<file path="src/rtl/redstone_pkg.sv">
// Shared types and helpers for the redstone netlist cells.
package redstone_pkg;

  typedef enum logic {
    ST_IDLE,
    ST_PENDING
  } state_e;

  localparam int DEFAULT_MAX_DELAY = 4;

  // Delay code width, never narrower than one bit.
  function automatic int delay_width(input int max_delay);
    return (max_delay <= 2) ? 1 : $clog2(max_delay);
  endfunction

endpackage

</file>
<file path="src/rtl/repeater_channel.sv">
// One redstone repeater: programmable k+1 tick delay with pulse extension.
// Optional lock input enabled by `define REPEATER_LOCK_EN.
module repeater_channel
  import redstone_pkg::*;
#(
  parameter int   MAX_DELAY = DEFAULT_MAX_DELAY,
  parameter int   DW        = delay_width(MAX_DELAY),
  parameter logic INIT      = 1'b0
) (
  input  logic          i_clk,
  input  logic          i_rst,
  input  logic          i_in,
  input  logic [DW-1:0] i_delay,
`ifdef REPEATER_LOCK_EN
  input  logic          i_lock,
`endif
  output logic          o_out
);

  localparam logic [DW:0]   MAX_EXT = (DW+1)'(MAX_DELAY);
  localparam logic [DW-1:0] K_MAX   = DW'(MAX_DELAY - 1);

  state_e        state_q, state_d;
  logic          out_q, out_d;
  logic          tgt_q, tgt_d;
  logic [DW-1:0] cnt_q, cnt_d;
  logic [DW-1:0] k_clamped;

  always_comb begin
    k_clamped = ({1'b0, i_delay} >= MAX_EXT) ? K_MAX : i_delay;
  end

  always_comb begin
    state_d = state_q;
    out_d   = out_q;
    tgt_d   = tgt_q;
    cnt_d   = cnt_q;
`ifdef REPEATER_LOCK_EN
    // Lock aborts any pending transition and freezes the output.
    if (i_lock) begin
      state_d = ST_IDLE;
      cnt_d   = '0;
    end else
`endif
    begin
      case (state_q)
        ST_IDLE: begin
          if (i_in != out_q) begin
            tgt_d   = i_in;
            cnt_d   = k_clamped;
            state_d = ST_PENDING;
          end
        end
        ST_PENDING: begin
          if (cnt_q != '0) begin
            cnt_d = cnt_q - DW'(1);
          end else begin
            out_d   = tgt_q;
            state_d = ST_IDLE;
          end
        end
        default: state_d = ST_IDLE;
      endcase
    end
  end

  always_ff @(posedge i_clk) begin
    if (i_rst) begin
      state_q <= ST_IDLE;
      out_q   <= INIT;
      tgt_q   <= INIT;
      cnt_q   <= '0;
    end else begin
      state_q <= state_d;
      out_q   <= out_d;
      tgt_q   <= tgt_d;
      cnt_q   <= cnt_d;
    end
  end

  assign o_out = out_q;

endmodule

</file>
<file path="src/rtl/repeater_bank.sv">
// Bank of CHANNELS independent redstone repeaters sharing the game tick.
// Lock port present only with `define REPEATER_LOCK_EN.
module repeater_bank
  import redstone_pkg::*;
#(
  parameter int                  CHANNELS  = 8,
  parameter int                  MAX_DELAY = DEFAULT_MAX_DELAY,
  parameter logic [CHANNELS-1:0] INIT      = '0,
  localparam int                 DW        = delay_width(MAX_DELAY)
) (
  input  logic                   i_clk,
  input  logic                   i_rst,
  input  logic [CHANNELS-1:0]    i_in,
  input  logic [CHANNELS*DW-1:0] i_delay,
`ifdef REPEATER_LOCK_EN
  input  logic [CHANNELS-1:0]    i_lock,
`endif
  output logic [CHANNELS-1:0]    o_out
);

  for (genvar c = 0; c < CHANNELS; c++) begin : g_ch
    repeater_channel #(
      .MAX_DELAY (MAX_DELAY),
      .DW        (DW),
      .INIT      (INIT[c])
    ) u_ch (
      .i_clk   (i_clk),
      .i_rst   (i_rst),
      .i_in    (i_in[c]),
      .i_delay (i_delay[c*DW +: DW]),
`ifdef REPEATER_LOCK_EN
      .i_lock  (i_lock[c]),
`endif
      .o_out   (o_out[c])
    );
  end

endmodule
</file>
<file path="config.mk">
export PLATFORM = sky130hd
export DESIGN_NAME = repeater_bank
export DESIGN_NICKNAME = d
export VERILOG_FILES = /design/src/rtl/redstone_pkg.sv /design/src/rtl/repeater_channel.sv /design/src/rtl/repeater_bank.sv
export SDC_FILE = /design/constraint.sdc
export NUM_CORES = 1
export LEC_CHECK = 0
export ABC_AREA = 1
export CAP_MARGIN = 25
export CORE_ASPECT_RATIO = 1.1
export CORE_MARGIN = 1
export CORE_UTILIZATION = 45
export CTS_CLUSTER_DIAMETER = 40
export CTS_CLUSTER_SIZE = 12
export DETAILED_ROUTE_END_ITERATION = 12
export PLACE_DENSITY = 0.78
export SETUP_SLACK_MARGIN = 0.5
export SLEW_MARGIN = 15
export SYNTH_ARGS = -nofsm -noshare
export SYNTH_HDL_FRONTEND = slang
export SYNTH_SLANG_ARGS = --single-unit
</file>
<file path="constraint.sdc">
create_clock -name i_clk -period 1.1 [get_ports i_clk]
set_clock_uncertainty 0.05 [all_clocks]
set_input_delay 0.275 -clock i_clk [delete_from_list [all_inputs] [get_ports i_clk]]
set_output_delay 0.275 -clock i_clk [all_outputs]
set_load 0.03 [all_outputs]
</file>
**Word-level counts from Yosys, hierarchy flattened**

Index checks and enable logic that the tools add are counted.

- Memory bits (writable): 0
- Input bits: 26
- Bits in registers: 40
- ROM bits: 0
- Logic and storage cells: 160
- Memories: 0
- Output and inout bits: 8
- Bits in latches: 0

- Eq/ne operators: 24
- Multipliers: 0
- $add $sub $neg: 8
- Bitwise operators: 16
- Divide/modulo/power cells: 0
- Shift-type cells: 0
- Multiplexer cells: 48
- Magnitude comparators: 0
- Reductions and logical operators: 32

Operators with widths:

| cell | count |
|---|---|
| AND reduction 2 bit | 24 |
| two-way mux 2 bit | 16 |
| case mux 2 bit (2 select lines) | 8 |
| two-way mux 1 bit | 16 |
| inequality test 2 x 1 -> 1 bit, second input constant | 8 |
| inequality test 2 bit, second input constant | 8 |
| NOT 1 bit | 16 |
| case mux 1 bit (2 select lines) | 8 |
| nonzero test 2 bit | 8 |
| subtractor 2 x 1 -> 2 bit, second input constant | 8 |
| inequality test 1 bit | 8 |

**Depth between registers and ports, before layout**

- Word-level depth: 3
- Depth in mapped cells: 6
- Gate-level depth less buffers: 6

**Modules after synthesis**

A second synthesis with hierarchy kept.

- Cells, all modules: 312
- Area, all modules: 2,021.9 sq um

By module, submodules not included:

| module | area an instance (sq um) | seq. area each (sq um) | instances | cells each |
|---|---|---|---|---|
| repeater_channel | 252.7 | 100.1 | 8 | 39 |

**Worst setup path before layout**

No wires, ideal clock.

- Path type: register to register
- Start point: reg g_ch[1].u_ch.cnt_q[0]
- End point: reg g_ch[1].u_ch.cnt_q[0]
- Setup time: 0.064 ns
- Path buffers: 0
- Slack: 0.041 ns
- Cell stages (with the launch flop): 7
- Clock period less this slack: 1.059 ns
- Data arrival time: 0.945 ns
- Data required time: 0.986 ns
- Path through: dfxtp_1 -> inv_1 -> ha_1 -> or2_1 -> nand3_1 -> nand2_1 -> nor2_1

- Cells in the longest elaborated chain, start to end: 3
- Elaborated cells between the ends (all ways): 6
- Those cells by class: add/sub (1); eq/ne (1); mux (2); reduce/logical (2)

RTL lines:

| element | RTL line | RTL |
|---|---|---|
| start: declaration | repeater_channel.sv:26 | `logic [DW-1:0] cnt_q, cnt_d;` |
| start signal: assignment | repeater_channel.sv:77 | `cnt_q <= cnt_d;` |
| subtractor 2 x 1 -> 2 bit or nonzero test 2 bit (tied branches) | repeater_channel.sv:56, repeater_channel.sv:55 |  |
| two-way mux 2 bit or inequality test 2 bit (tied branches) | n/a |  |
| case mux 2 bit (2 select lines) or AND reduction 2 bit (tied branches) | n/a |  |

Parallel ways exist; a longest one is shown, timed or not. The select of a mux whose other input is x is not followed.
A chain may end at the register's enable or synchronous reset.

**Worst setup path after layout**

- Start point: reg g_ch[3].u_ch.cnt_q[0]
- End point: reg g_ch[3].u_ch.cnt_q[0]

- Cells in the longest elaborated chain, start to end: 3
- Elaborated cells between the ends (all ways): 6
- Those cells by class: add/sub (1); eq/ne (1); mux (2); reduce/logical (2)

RTL lines:

| element | RTL line |
|---|---|
| start: declaration | repeater_channel.sv:26 |
| start signal: assignment | repeater_channel.sv:77 |
| subtractor 2 x 1 -> 2 bit or nonzero test 2 bit (tied branches) | repeater_channel.sv:56, repeater_channel.sv:55 |
| two-way mux 2 bit or inequality test 2 bit (tied branches) | n/a |
| case mux 2 bit (2 select lines) or AND reduction 2 bit (tied branches) | n/a |

Parallel ways exist; a longest one is shown, timed or not. The select of a mux whose other input is x is not followed.

==> impl_metrics.py <==
metrics = {
    "outcome": {
        "status": "complete, no violations",
    },
    "global_routing": {
        "grt_max_degree": 17,
        "grt-ovfl-total": 0,
        "grt_pass1_wl_um": 8260,
        "grt.total_usage_pct": 21.8,
        "antenna_found_initial": 0,
        "grt_pass1_vias": 1968,
    },
    "floorplanning": {
        "fp.dieArea_sq_um": 4920,
        "io_pins": 34,
        "die_w_um": 67.0,
        "placementRows": 25,
        "core_region_area_sq_um": 4380,
        "start_util_pct": 47.7,
        "die_y_um": 73.5,
    },
    "logic_synthesis": {
        "yosys.area_share.simple_pct": 34.3,
        "synth_compound_area_share_pct": 10.5,
        "syn_inst": 317,
        "synth_area_sq_um": 2090,
        "synth_top_family_by_area": "simple AND/OR/NAND/NOR gates",
        "synth.area.mux_share_pct": 0,
        "syn_avg_cell_area_sq_um": 6.59,
        "ys_warn_count": 0,
        "synth_xor_area_share_pct": 0,
        "synth_nets": 351,
        "synth_fa_ha_area_share_pct": 4.79,
        "seq_area_frac_synth_pct": 38.3,
        "ys_types": 14,
        "synth_seq_cells": 40,
    },
    "drt": {
        "drt_pass1_iterations": 4,
        "vias": 2156,
        "drc": 0,
        "drt_wl_total_um": 5490,
        "via_per_inst": 5.06,
        "antenna_left": 0,
        "routedWlPerCell_um": 12.9,
        "drt_iter0_drc": 66,
    },
    "setup_path": {
        "worstReg2RegStart": "g_ch[3].u_ch.cnt_q[0]",
        "worstSetupEndpointType": "flop",
        "max_stage_delay_ns": 0.33,
        "path_class": "reg2reg",
        "cp-start-kind": "flop",
        "crit_path_start": "g_ch[3].u_ch.cnt_q[0]",
        "path_cells": "inv_2, ha_4, or2_1, nand3_1, nand2_1, nor2_1",
        "arrival_ns": 1.26,
        "crit_buf_inv": 1,
        "critPathRequiredTime_ns": 1.27,
        "cpLargestDelayFamily": "simple AND/OR/NAND/NOR gates",
        "crit_fanout": 2,
        "crit_slowest_cell": "dfxtp_2",
    },
    "hold_path": {
        "hold_path.class": "in2reg",
        "worstHoldStart": "i_in[4]",
    },
    "clock_network": {
        "clk_pin_slew_worst_paths_ns": 0.07,
        "clk_latency_ns": 0.29,
        "cts_hold_buf": 0,
        "cts_root_buf": "clkbuf_8",
        "cts_max_level": 2,
        "cts.path.max_buffers": 2,
        "clkSinkCount": 40,
        "cts_tree": "done",
        "cts_buffers": 5,
    },
    "timing": {
        "final-hold-violation-count": 0,
        "holdWs_ns": 0.286,
        "slew_violations": 0,
        "post-route-period-util_pct": 99.4,
        "slew_headroom_pct": 82.3,
        "tightest_slew_ns": 0.265,
        "setup_viol": 0,
        "layout_min_cycle_time_ns": 1.09,
        "grt_setup_unrepaired": "true",
        "fmax_mhz": 914,
    },
    "job": {
        "maxCapViolations": 0,
    },
    "place": {
        "dp_hpwl_um": 3090,
        "gp_congestion": 0.790,
        "io_buffer_count": 33,
        "dp_cells": 396,
    },
    "final_layout": {
        "seq_area_sq_um": 838,
        "area_growth_pct": 60.6,
        "multiInputGateArea_sq_um": 1580,
        "nets": 408,
        "instances_no_fill": 426,
        "antenna_cells": 0,
        "drive_gt1_share_pct": 53.8,
        "fillers": 306,
    },
    "power": {
        "power.density_nw_per_um2": 1790,
        "ir_drop_v": 0.00117,
        "cellLeakagePower_uw": 0.00149,
    },
}
-- power by group --
part	switching [uW]	internal, uW
sequential	254	1810
combinational	1650	1400
clock	476	409
-- Yosys cell counts --
library cell,count,area share [%]
buf_2,1,0.24
a21oi_1,20,4.8
or2_0,4,1.2
o21ai_0,24,5.7
dfxtp_1,40,38
nor2_1,36,6.5
inv_2,9,1.6
nand3_1,40,9.6
buf_4,8,2.9
nand2_1,88,16
buf_6,3,1.6
or2_1,4,1.2
inv_1,32,5.7
ha_1,8,4.8
-- cell families after synthesis --
group                      after synthesis
DFF                                     40
and+or+nand+nor                        172
buffers and inverters                   53
AOI/OAI and AO/OA                       44
adders and majority gates                8
-- layer usage --
layer	track usage, %	routed length (um)	vias to the layer above
met5	0	0	-
met4	7.33	65	0
met3	3.73	151	7
met2	41.0	2970	34
met1	24.4	2300	1000
li1	-	-	1115
-- final timing paths --
check                           slack, ns  cells past startpoint                    end
worst min-delay path                 0.29                      3     g_ch[4].u_ch.tgt_q
worst max-delay path                0.006                      6  g_ch[3].u_ch.cnt_q[0]
worst max register to register      0.006                      6  g_ch[3].u_ch.cnt_q[0]
worst min register to register       0.43                      2     g_ch[5].u_ch.tgt_q
-- flip-flops by register name, summed over array words and instances (netlist names) --
register,count
g_ch.u_ch.cnt_q,16
g_ch.u_ch.state_q,8
g_ch.u_ch.tgt_q,8
g_ch.u_ch.o_out,8
-- cell usage in the layout (no fill, tap or decap) --
cell	synthesis	routed
dfxtp_4	0	3
clkbuf_8	0	5
nand2_2	0	28
nand3_2	0	16
nand2_4	0	15
nand3_1	40	17
dlygate4sd2_1	0	7
clkdlybuf4s50_1	0	16
inv_8	0	1
inv_4	0	4
nor2_1	36	33
a21oi_1	20	7
clkbuf_2	0	1
o21ai_0	24	8
or2_0	4	4
inv_1	32	8
o21ai_1	0	6
nor2_2	0	3
ha_4	0	8
a21oi_2	0	13
buf_4	8	14
buf_6	3	22
buf_12	0	1
nand2_1	88	45
inv_6	0	4
nand3_4	0	7
inv_2	9	24
or2_1	4	4
dfxtp_2	0	21
clkdlybuf4s15_1	0	1
dfxtp_1	40	16
o21ai_2	0	10
-- per-stage QoR --
stage               instance area, sq um  setup TNS (ns)  utilization, %  worst slack [ns]  power [uW]
floorplan                           2310               0               -            0.0930        3680
global placement                    2600           -9.10            59.4            -0.282        3980
detailed placement                  2600           -9.77            59.4            -0.343        4060
CTS                                 3130               0            71.5           0.00489        5590
global route                        3360          -0.359            76.6           -0.0710        6410
finish                              3360               0            76.6           0.00608        6010
-- worst min-delay path, delay by kind of cell --
| family | cells | cell delay [ns] |
|---|---|---|
| buffers and inverters | 1 | 0.15 |
| AND/OR/NAND/NOR | 1 | 0.11 |
| AO/OA/AOI/OAI | 1 | 0.04 |
-- area by class of cell --
cell class / instances / area share [%]
timing repair buffer: 62 / 18.2
multi-input combinational: 224 / 47.1
clock buffer: 5 / 2.05
sequential: 40 / 25.0
inverter: 41 / 5.70
tap: 54 / 2.01
-- what timing repair did --
item                                    CTS  global route
cloned                                    0             0
endpoints found under the setup margin   48            48
resized for setup                       100            63
pin swaps                                47            26
buffers inserted                         23             2
Power figures use the tool's default switching activity.
